### config.mk
export PLATFORM = sky130hd
export DESIGN_NAME = nb_recurrence_unit
export DESIGN_NICKNAME = d
export VERILOG_FILES = /design/src/rtl/nb_recur_pkg.sv /design/src/rtl/nb_sat_addsub.sv /design/src/rtl/nb_recurrence_unit.sv
export SDC_FILE = /design/constraint.sdc
export NUM_CORES = 1
export LEC_CHECK = 0
export ABC_AREA = 0
export BUFFER_PORTS_ARGS = -buffer_cell sky130_fd_sc_hd__buf_2
export CORE_UTILIZATION = 45
export DETAILED_ROUTE_END_ITERATION = 7
export PLACE_DENSITY = 0.7
export RECOVER_POWER = 100
export SLEW_MARGIN = 20
export SYNTH_ARGS = -nofsm -noshare
export SYNTH_HDL_FRONTEND = slang
export SYNTH_SLANG_ARGS = --single-unit
### constraint.sdc
create_clock -name clock -period 9.3 [get_ports clock]
set_input_delay 0.93 -clock clock [delete_from_list [all_inputs] [get_ports clock]]
set_output_delay 0.93 -clock clock [all_outputs]
set_load 0.01 [all_outputs]
### src/rtl/nb_recur_pkg.sv
// nb_recur_pkg: shared state encoding, mode constants and saturation limits for nb_recurrence_unit
package nb_recur_pkg;
  typedef enum logic [1:0] {IDLE, RUN, DONE} state_t;
  localparam logic MODE_WRAP = 1'b0;
  localparam logic MODE_SAT = 1'b1;
  localparam int MAX_W = 64;
  function automatic logic [MAX_W-1:0] sat_limit(input int w, input logic neg);
    logic [MAX_W-1:0] hi;
    hi = (MAX_W'(1) << (w - 1)) - MAX_W'(1);
    return neg ? ~hi : hi;
  endfunction
endpackage

### src/rtl/nb_sat_addsub.sv
// nb_sat_addsub: W-bit signed add/subtract with wrap or saturate and an overflow flag
module nb_sat_addsub
  import nb_recur_pkg::*;
#(
  parameter int W = 32
) (
  input  logic [W-1:0] x,
  input  logic [W-1:0] y,
  input  logic         sub,
  input  logic         sat_mode,
  output logic [W-1:0] res,
  output logic         ovf
);
  localparam logic [MAX_W-1:0] HI = sat_limit(W, 1'b0);
  localparam logic [MAX_W-1:0] LO = sat_limit(W, 1'b1);
  logic [W:0] xe, ye, sum;
  assign xe = {x[W-1], x};
  assign ye = {y[W-1], y};
  assign sum = sub ? xe - ye : xe + ye;
  assign ovf = sum[W] ^ sum[W-1];
  assign res = (ovf && sat_mode == MODE_SAT) ? (sum[W] ? LO[W-1:0] : HI[W-1:0]) : sum[W-1:0];
endmodule

### src/rtl/nb_recurrence_unit.sv
// nb_recurrence_unit: four-register coupled recurrence with load handshake, iteration count, pause and saturation
module nb_recurrence_unit
  import nb_recur_pkg::*;
#(
  parameter int W = 32,
  parameter int CNT_W = 16,
  parameter int K_D = 3,
  parameter int K_B = 10,
  parameter int STEP = 1
) (
  input  logic             clock,
  input  logic             reset_n,
  input  logic             start_valid,
  output logic             start_ready,
  input  logic [W-1:0]     a0,
  input  logic [W-1:0]     b0,
  input  logic [W-1:0]     c0,
  input  logic [W-1:0]     d0,
  input  logic [CNT_W-1:0] n_iter,
  input  logic             sat_mode,
  input  logic             enable,
  output logic [W-1:0]     a,
  output logic [W-1:0]     b,
  output logic [W-1:0]     c,
  output logic [W-1:0]     d,
  output logic             busy,
  output logic             done,
  output logic             ovf,
  output logic [CNT_W-1:0] iter
);
  localparam logic [W-1:0] KD = W'(K_D);
  localparam logic [W-1:0] KB = W'(K_B);
  localparam logic [W-1:0] ST = W'(STEP);
  state_t state, state_nx;
  logic [CNT_W-1:0] n_lat;
  logic mode, accept, step, last;
  logic [W-1:0] a_nx, b_nx, c_nx, d_nx;
  logic [3:0] o;
  assign accept = start_valid && start_ready;
  assign step = state == RUN && enable;
  assign last = iter + CNT_W'(1) == n_lat;
  // every update reads only the old register values, so the four units run side by side
  nb_sat_addsub #(.W(W)) u_a (.x(b), .y(c),  .sub(1'b0), .sat_mode(mode), .res(a_nx), .ovf(o[0]));
  nb_sat_addsub #(.W(W)) u_d (.x(a), .y(KD), .sub(1'b1), .sat_mode(mode), .res(d_nx), .ovf(o[1]));
  nb_sat_addsub #(.W(W)) u_b (.x(d), .y(KB), .sub(1'b0), .sat_mode(mode), .res(b_nx), .ovf(o[2]));
  nb_sat_addsub #(.W(W)) u_c (.x(c), .y(ST), .sub(1'b0), .sat_mode(mode), .res(c_nx), .ovf(o[3]));
  always_ff @(posedge clock)
    if (!reset_n) state <= IDLE;
    else state <= state_nx;
  always_comb
    state_nx = accept ? ((n_iter != '0) ? RUN : DONE)
             : (state == RUN) ? ((step && last) ? DONE : RUN)
             : IDLE;
  always_comb begin
    start_ready = state != RUN;
    busy = state == RUN;
    done = state == DONE;
  end
  always_ff @(posedge clock)
    if (!reset_n) begin
      {a, b, c, d} <= '0;
      iter <= '0;
      n_lat <= '0;
      ovf <= 1'b0;
      mode <= MODE_WRAP;
    end else if (accept) begin
      {a, b, c, d} <= {a0, b0, c0, d0};
      iter <= '0;
      n_lat <= n_iter;
      ovf <= 1'b0;
      mode <= sat_mode;
    end else if (step) begin
      {a, b, c, d} <= {a_nx, b_nx, c_nx, d_nx};
      iter <= iter + CNT_W'(1);
      ovf <= ovf | (|o);
    end
endmodule

Word-level counts from Yosys, hierarchy flattened
Cells that the tools add are included.
Widths: inputs -> output; s select.
- register bits after elaboration: 164
- logic and storage cells: 55
- output and inout port bits: 148
- input port bits: 149
- muxes and demuxes: 20
- equality and inequality tests: 4
- reductions and logical operators: 11
- bitwise logic cells: 6
- add/subtract/negate cells: 5
- operator list (cell ; number):
    $mux 32 ; 16
    $add 32x2->33 const B ; 1
    $add 32x32->33 ; 1
    $add 32x5->33 const B ; 1
    $sub 32x3->33 const B ; 1
    $add 16x1->16 const B ; 1
    $eq 16x16->1 ; 1
    $reduce_bool 16->1 ; 1
    $mux 2 ; 4
    $logic_and 1x1->1 ; 7
    $reduce_or 4->1 ; 1
    $xor 1x1->1 ; 4
    $eq 2x1->1 const B ; 1
    $eq 2x2->1 const B ; 1
    $ne 2x1->1 const B ; 1
    $reduce_bool 2->1 ; 1
    $reduce_or 2->1 ; 1
    $not 1->1 ; 1
    $or 1x1->1 ; 1

Logic depth before layout (Yosys ltp)
Gate-level depths: netlist (run 1).
- depth after elaboration: 6
- gate-level depth with buffers: 13
- gate-level depth less buffers: 12

Hierarchy
A second synthesis (run 1) with hierarchy kept.
- cell total of the unflattened synthesis: 2654
- area total of the unflattened synthesis: 19094.6 sq um
- modules (own cells, without submodules) (module ; sequential area each (sq um) ; area each (sq um) ; cells each ; times used):
    nb_recurrence_unit ; 3283.1 ; 7751.2 ; 968 ; 1
    nb_sat_addsub (u_c ...) ; 0.0 ; 2842.7 ; 426 ; 2
    nb_sat_addsub (u_a ...) ; 0.0 ; 2829.0 ; 417 ; 2

Worst setup path before layout (run 1)
OpenSTA, ideal clock, no wires.
- path kind: flip-flop to flip-flop
- start: reg c[0]
- end: reg a[24]
- data required time: 9.177 ns
- arrival time: 3.052 ns
- library setup time: 0.123 ns
- buffers on the path: 1
- cell stages (with the launch flop): 14
- clock period less this slack: 3.175 ns
- slack: 6.125 ns
- cell sequence: dfxtp_1 ha_1 inv_1 fa_1 nand2b_1 a21oi_1 a2111oi_2 o41ai_4 a31o_2 o221ai_2 mux2i_1 buf_2 a221oi_1 nor2_1
- longest elaborated chain between the ends: 6
- elaborated cells on any way between the ends: 7
- those cells by class: add/sub: 1; mux: 4; bitwise: 1; reduce/logical: 1
- RTL lines (item ; line ; RTL):
    from (decl) ; nb_recurrence_unit.sv:24 ; output logic [W-1:0] c,
    from (signal assigned) ; nb_recurrence_unit.sv:67 ; {a, b, c, d} <= {a0, b0, c0, d0};
    from (signal assigned) ; nb_recurrence_unit.sv:73 ; {a, b, c, d} <= {a_nx, b_nx, c_nx, d_nx};
    $add 32x32->33 (*) ; nb_sat_addsub.sv:19 ; assign sum = sub ? xe - ye : xe + ye;
    $xor 1x1->1 ; nb_sat_addsub.sv:20 ; assign ovf = sum[W] ^ sum[W-1];
    $logic_and 1x1->1 ; nb_sat_addsub.sv:21 ; assign res = (ovf && sat_mode == MODE_SAT) ? (sum[W] ? LO[W-1:0] : HI[W-1:0]) : sum[W-1:0];
    $mux 32 (*) ; nb_sat_addsub.sv:21 ;
    $mux 32 (*) ; nb_recurrence_unit.sv:72 ; end else if (step) begin
    $mux 32 (*) ; nb_recurrence_unit.sv:66 ; end else if (accept) begin
    to (signal assigned) ; nb_recurrence_unit.sv:67 ;
    to (signal assigned) ; nb_recurrence_unit.sv:73 ;
    to (decl) ; nb_recurrence_unit.sv:22 ; output logic [W-1:0] a,
Mark *: on every way between the ends. The rest lies on a longest branch, timed or not. The select of a mux whose other input is x is not followed.
A chain may end at the register's enable or synchronous reset.

Final worst setup path (run 1)
- start: reg state[1]
- end: reg d[28]
- longest elaborated chain between the ends: 3
- elaborated cells on any way between the ends: 6
- those cells by class: eq/ne: 2; mux: 1; reduce/logical: 3
- RTL lines (item ; line ; RTL):
    from (decl) ; nb_recurrence_unit.sv:34 ; state_t state, state_nx;
    from (signal assigned) ; nb_recurrence_unit.sv:49 ; else state <= state_nx;
    $ne 2x1->1 or $eq 2x1->1 (tied branches) ; nb_recurrence_unit.sv:55, nb_recurrence_unit.sv:40 ;
    $logic_and 1x1->1, on equally long branches ; nb_recurrence_unit.sv:39, nb_recurrence_unit.sv:40 ;
    $mux 32 or $reduce_bool 2->1 (tied branches) ; - ;
    to (signal assigned) ; nb_recurrence_unit.sv:67 ;
    to (signal assigned) ; nb_recurrence_unit.sv:73 ;
    to (decl) ; nb_recurrence_unit.sv:25 ; output logic [W-1:0] d,
Several ways; a longest one is shown, not always the timed one.

==> results of run 1 <==
[stage by stage]
| stage | area [µm²] | std cells |
|---|---|---|
| 2_1_floorplan | 11600 | 1625 |
| 3_3_place_gp | 13200 | 2162 |
| 3_5_place_dp | 13200 | 2162 |
| 4_1_cts | 13800 | 2193 |
| 5_1_grt | 13600 | 2193 |
| 6_report | 13600 | 2193 |
[power by group]
group          internal, µW  leakage [µW]  total [µW]  switching, µW
Clock                   354      0.000265         694            340
Sequential              755       0.00134         860            105
Combinational           204       0.00391         527            323
Total                  1310       0.00552        2080            768
[logic make-up after synthesis]
| logic type | Yosys count | share of synthesized area [%] |
|---|---|---|
| adder cells (fa/ha/maj) | 37 | 4.06 |
| AO/OA/AOI/OAI | 431 | 23.1 |
| buffers and inverters | 120 | 4.03 |
| flip-flops | 164 | 28.3 |
| AND/OR/NAND/NOR | 728 | 29.5 |
| XOR/XNOR | 142 | 10.7 |
| multiplexers | 3 | 0.259 |
[synth_stat cells, types with 36 or more instances]
library cell,number,area share [%]
nand2_1,322,10
dfxtp_1,164,28
a21oi_1,151,6.5
o21ai_0,128,5.5
nor2_1,118,3.8
nand3_1,90,3.9
xnor2_1,85,6.4
clkbuf_1,82,2.7
xor2_1,57,4.3
and3_1,40,2.2
ha_1,36,3.9
[cells in the final DEF (no fill, tap or decap), types with 57 or more instances in the layout]
cell	n
dfxtp_1	164
nand3_1	90
nor2_1	117
buf_2	147
nand2_1	319
clkbuf_1	153
xor2_1	57
o21ai_0	129
xnor2_1	85
a21oi_1	151
[worst max-delay path by stage]
stage / start / end
floorplan: c[0]$_SDFFE_PN0P_ / a[24]$_SDFFE_PN0P_
global placement: enable / d[28]$_SDFFE_PN0P_
detailed placement: enable / d[28]$_SDFFE_PN0P_
CTS: d[1]$_SDFFE_PN0P_ / b[14]$_SDFFE_PN0P_
global route: state[1]$_SDFF_PN0_ / d[28]$_SDFFE_PN0P_
finish: state[1]$_SDFF_PN0_ / d[28]$_SDFFE_PN0P_
[flip-flops by register name, indices dropped and copies added, names as in the netlist]
name and cells:
a 32, b 32, c 32, d 32
iter 16, n_lat 16, state 2, mode 1
ovf 1
[layer usage]
| metal | part of all wire (%) | track usage [%] | up-vias |
|---|---|---|---|
| met2 | 45 | 52.0 | 720 |
| met5 | 0.054 | 0 | - |
| li1 | - | - | 6231 |
| met1 | 42 | 44.7 | 6225 |
| met3 | 9.8 | 5.25 | 98 |
| met4 | 3.5 | 13.1 | 4 |
[cell type report]
| type | count | area (µm²) | area share (%) |
|---|---|---|---|
| multi-input combinational | 1341 | 7870 | 58.0 |
| sequential | 164 | 3280 | 24.2 |
| timing repair buffer | 308 | 1370 | 10.1 |
| clock buffer | 17 | 425 | 3.14 |
| tap | 330 | 413 | 3.04 |
| clock inverter | 14 | 138 | 1.01 |
| inverter | 19 | 71.3 | 0.526 |
[worst max-delay path: cells and delay by family (launching register included)]
| kind | cells | cell delay (ps) |
|---|---|---|
| AOI/OAI and AO/OA | 1 | 240 |
| buffers and inverters | 1 | 1570 |
| DFF | 1 | 310 |
| and+or+nand+nor | 5 | 4090 |
==> flow_summary.ini, run 1 <==
[routing]
viasPerCell = 6.05
num_vias = 13300
firstDrtPassIters = 6
route.detailed.drc = 0
drt_wl_total_mm = 44.3
wire_per_inst_um = 20.2
ant_nets = 0
drtIter0Drc = 1632

[pwr]
power_density_nw_per_um2 = 153
ir_drop_v = 0.0000890
p_leak_uw = 0.00552
total_power_uw = 2080

[timing]
maxSlewHeadroom_pct = -139
setup_tns_ps = 0
fin_hold_ws_ps = 479
max_freq_mhz = 159
setup_ws_ps = 3000
fin_crit_ps = 6300
setup_viol = 0
fin_worst_skew_ps = 14.6
hold_violations = 0
worst_pin_slew_ps = 3590
rsz0062_at_grt = false
drv_slew = 289
fin_crit_sh_pct = 67.7

[clocking]
cts_inserted_buffers = 17
insertion_delay_ps = 440
tritoncts = done
clockRootBuffer = clkbuf_16
h-tree-depth = 4
cts_sinks = 164
post_cts_resized = 0
clockBufferDepth = 2
cts.clk_slew.worst_paths_ps = 80
postCtsSetupRepairBufs = 0
hold_buffers = 0

[die]
die_h_um = 162
die_w_um = 162
core_um2 = 25300
start_util_pct = 45.9
io_pins = 297
row_count = 58
die_area_um2 = 26400

[layout]
antenna_cells = 0
fillCellCount = 2580
final_util_pct = 53.7
areaGrowthSynthToFinish_pct = 17.1
final_nets = 2037
layout-drive-gt1-share_pct = 11.1

[critical_path]
cp.arrival_ps = 6680
worst_setup_path_start_kind = flop
r2r_cells = 7
crit_type = reg2reg
required_ps = 9680
cp_slowest_stage_delay_ps = 1920
crit_chain = nand2b_1 > and2_0 > nor2_1 > clkbuf_1 > nor2_1 > o21ai_0 > and3_1
rr_endpoint = d[28]$_SDFFE_PN0P_
reg2reg_from = state[1]$_SDFF_PN0_
cpMaxStageDelayCell = nor2_1
cpMostUsedCell = nor2_1
end_kind = flop
cp_max_fo = 42
reg2reg_setup_slack_ps = 3000

[place]
portBuffers = 296
gp_congestion = 0.949
place_hpwl_mm = 33.0
preCtsSetupSlack_ps = 5490

[yosys]
syn-cell-area_um2 = 11600
async_flop_share_pct = 0
ys.flop_type = dfxtp_1
syn_inst = 1625
synth_seq_cells = 164
yosysWarningCount = 0
yosysSeqAreaShare_pct = 28.3
synth_nets = 1811
synth.distinct_cells = 71
synth_area_per_cell_um2 = 7.13
synth_edf_count = 0

[flow_run]
drv_cap = 6

[grt]
grt_max_degree = 83
overflow = 0
grt_pass1_vias = 12000
antenna_found_initial = 2
grt_first_pass_wirelength_mm = 67.4
track_usage_pct = 32.9

[worst_hold_path]
holdCritPathClass = reg2reg
min_from = n_lat[15]$_SDFFE_PN0P_
whs_path_depth = 2
hold_end = n_lat[15]$_SDFFE_PN0P_

[outcome]
violations = max-capacitance violations, max-slew violations
status = finished, violations left
(Power assumes the default switching activity.)
==> inputs of run 2 (changes only) <==
==> constraint.sdc (replaced) <==
create_clock -name clock -period 6.2 [get_ports clock]
set_input_delay 0.62 -clock clock [delete_from_list [all_inputs] [get_ports clock]]
set_output_delay 0.62 -clock clock [all_outputs]
set_load 0.01 [all_outputs]
==> run 2 against run 1 <==
- the flow still finishes with violations (max-capacitance violations, max-slew violations)
- clock power rose by 56%
- non-clock buffer count rose by 3
- hold slack got worse by 48 ps
- die area did not move
- via count fell by 0.88%
- design area barely moved
- sequential cell count did not move
- routed wire length rose by 1.7%
- global-route usage rose by 0.59 points
- highest routed layer unchanged
==> flow_summary.ini, run 2 (synthesis gave the netlist of run 1 again) <==
[die]
die_area_um2 = 26400
io_pins = 297
die_h_um = 162
start_util_pct = 45.9
core_um2 = 25300
row_count = 58
die_w_um = 162

[layout]
final_nets = 2040
final_common_cell = nand2_1
final_util_pct = 53.7
register_area_um2 = 3280
fillCellCount = 2627
layout_common_cells = 320 x nand2_1, 164 x dfxtp_1, 151 x a21oi_1, 151 x clkbuf_1, 147 x buf_2
fin_cells = 2197
antenna_cells = 0
layout-drive-gt1-share_pct = 11.1
areaGrowthSynthToFinish_pct = 17.0
multi_input_area_um2 = 7800

[clocking]
clockRootBuffer = clkbuf_16
insertion_delay_ps = 450
h-tree-depth = 4
clockBufferDepth = 2
post_cts_resized = 0
hold_buffers = 0
cts.clk_slew.worst_paths_ps = 80
tritoncts = done
postCtsSetupRepairBufs = 0
cts_inserted_buffers = 17
cts_sinks = 164

[critical_path]
end_kind = flop
cpMaxStageDelayCell = clkbuf_1
worst_setup_path_start_kind = flop
crit_chain = nand2b_1 > and2_4 > clkbuf_1 > nand2_1 > nand3_1 > nand2_1 > nor2_1
cp.buffers_inverters = 1
cp_max_fo = 68
cp.arrival_ps = 4940
cp_slowest_stage_delay_ps = 2220
path_delay_family = buffers and inverters
cpMostUsedCell = nand2_1
required_ps = 6570
crit_type = reg2reg

[outcome]
violations = max-capacitance violations, max-slew violations
status = finished, violations left

[routing]
drt_wl_total_mm = 45.0
route.detailed.drc = 0
wire_per_inst_um = 20.5
viasPerCell = 5.99
num_vias = 13200
ant_nets = 0
drtIter0Drc = 1351
firstDrtPassIters = 5

[place]
place_hpwl_mm = 33.6
preCtsSetupSlack_ps = 2520
dpl.cell_count = 2165
gp_congestion = 0.963
portBuffers = 296

[timing]
setup_viol = 0
hold_violations = 0
worst_pin_slew_ps = 3090
setup_tns_ps = 0
fin_crit_ps = 4570
max_freq_mhz = 219
fin_crit_sh_pct = 73.7
setup_ws_ps = 1630
rsz0062_at_grt = false
drv_slew = 69
maxSlewHeadroom_pct = -106
fin_worst_skew_ps = 19.4

[pwr]
ir_drop_v = 0.000144
power_density_nw_per_um2 = 233
total_power_uw = 3160
p_leak_uw = 0.00551

[grt]
grt_pass1_vias = 12000
grt_first_pass_wirelength_mm = 68.6
antenna_found_initial = 1
overflow = 0
grt_max_degree = 75
track_usage_pct = 33.5

[flow_run]
drv_cap = 1

[worst_hold_path]
holdCritPathClass = in2reg
-- run 2: cell type report --
cell class,instances,share of cell area (%)
clock inverter,15,1.18
tap,330,3.05
timing repair buffer,311,10.3
clock buffer,17,3.14
sequential,164,24.2
multi-input combinational,1341,57.6
inverter,19,0.526
-- run 2: final timing paths --
| path | startpoint | endpoint | slack (ps) | depth (start not counted) |
|---|---|---|---|---|
| worst max-delay path | state[1]$_SDFF_PN0_ | b[6]$_SDFFE_PN0P_ | 1630 | 7 |
| worst min-delay path | n_iter[9] | n_lat[9]$_SDFFE_PN0P_ | 430 | 3 |
| worst max register to register | state[1]$_SDFF_PN0_ | b[6]$_SDFFE_PN0P_ | 1630 | 7 |
| worst min register to register | n_lat[12]$_SDFFE_PN0P_ | n_lat[12]$_SDFFE_PN0P_ | 480 | 2 |
-- run 2: worst register-to-register path, stage by stage (launching register included) --
cell and delay (ps):
dfxtp_1 320, nand2b_1 250, and2_4 500, clkbuf_1 2220
nand2_1 750, nand3_1 270, nand2_1 70, nor2_1 120
-- run 2: through the flow --
stage / cell area (µm²) / hold WS, ps
2_1_floorplan: 11600 / 455
3_3_place_gp: 13200 / 465
3_5_place_dp: 13200 / 471
4_1_cts: 13800 / 425
5_1_grt: 13600 / 430
6_report: 13600 / 432
-- run 2: per-layer routing --
| layer | share of wire [%] | up-vias | global-route usage (%) |
|---|---|---|---|
| li1 | - | 6216 | - |
| met1 | 42 | 6146 | 44.5 |
| met2 | 44 | 690 | 51.8 |
| met3 | 10 | 107 | 7.18 |
| met4 | 3.9 | 2 | 15.4 |
| met5 | 0.022 | - | 0 |
-- run 2: power by group --
| part | switching [µW] | internal (µW) |
|---|---|---|
| clock network | 538 | 540 |
| registers | 153 | 1130 |
| logic | 488 | 305 |
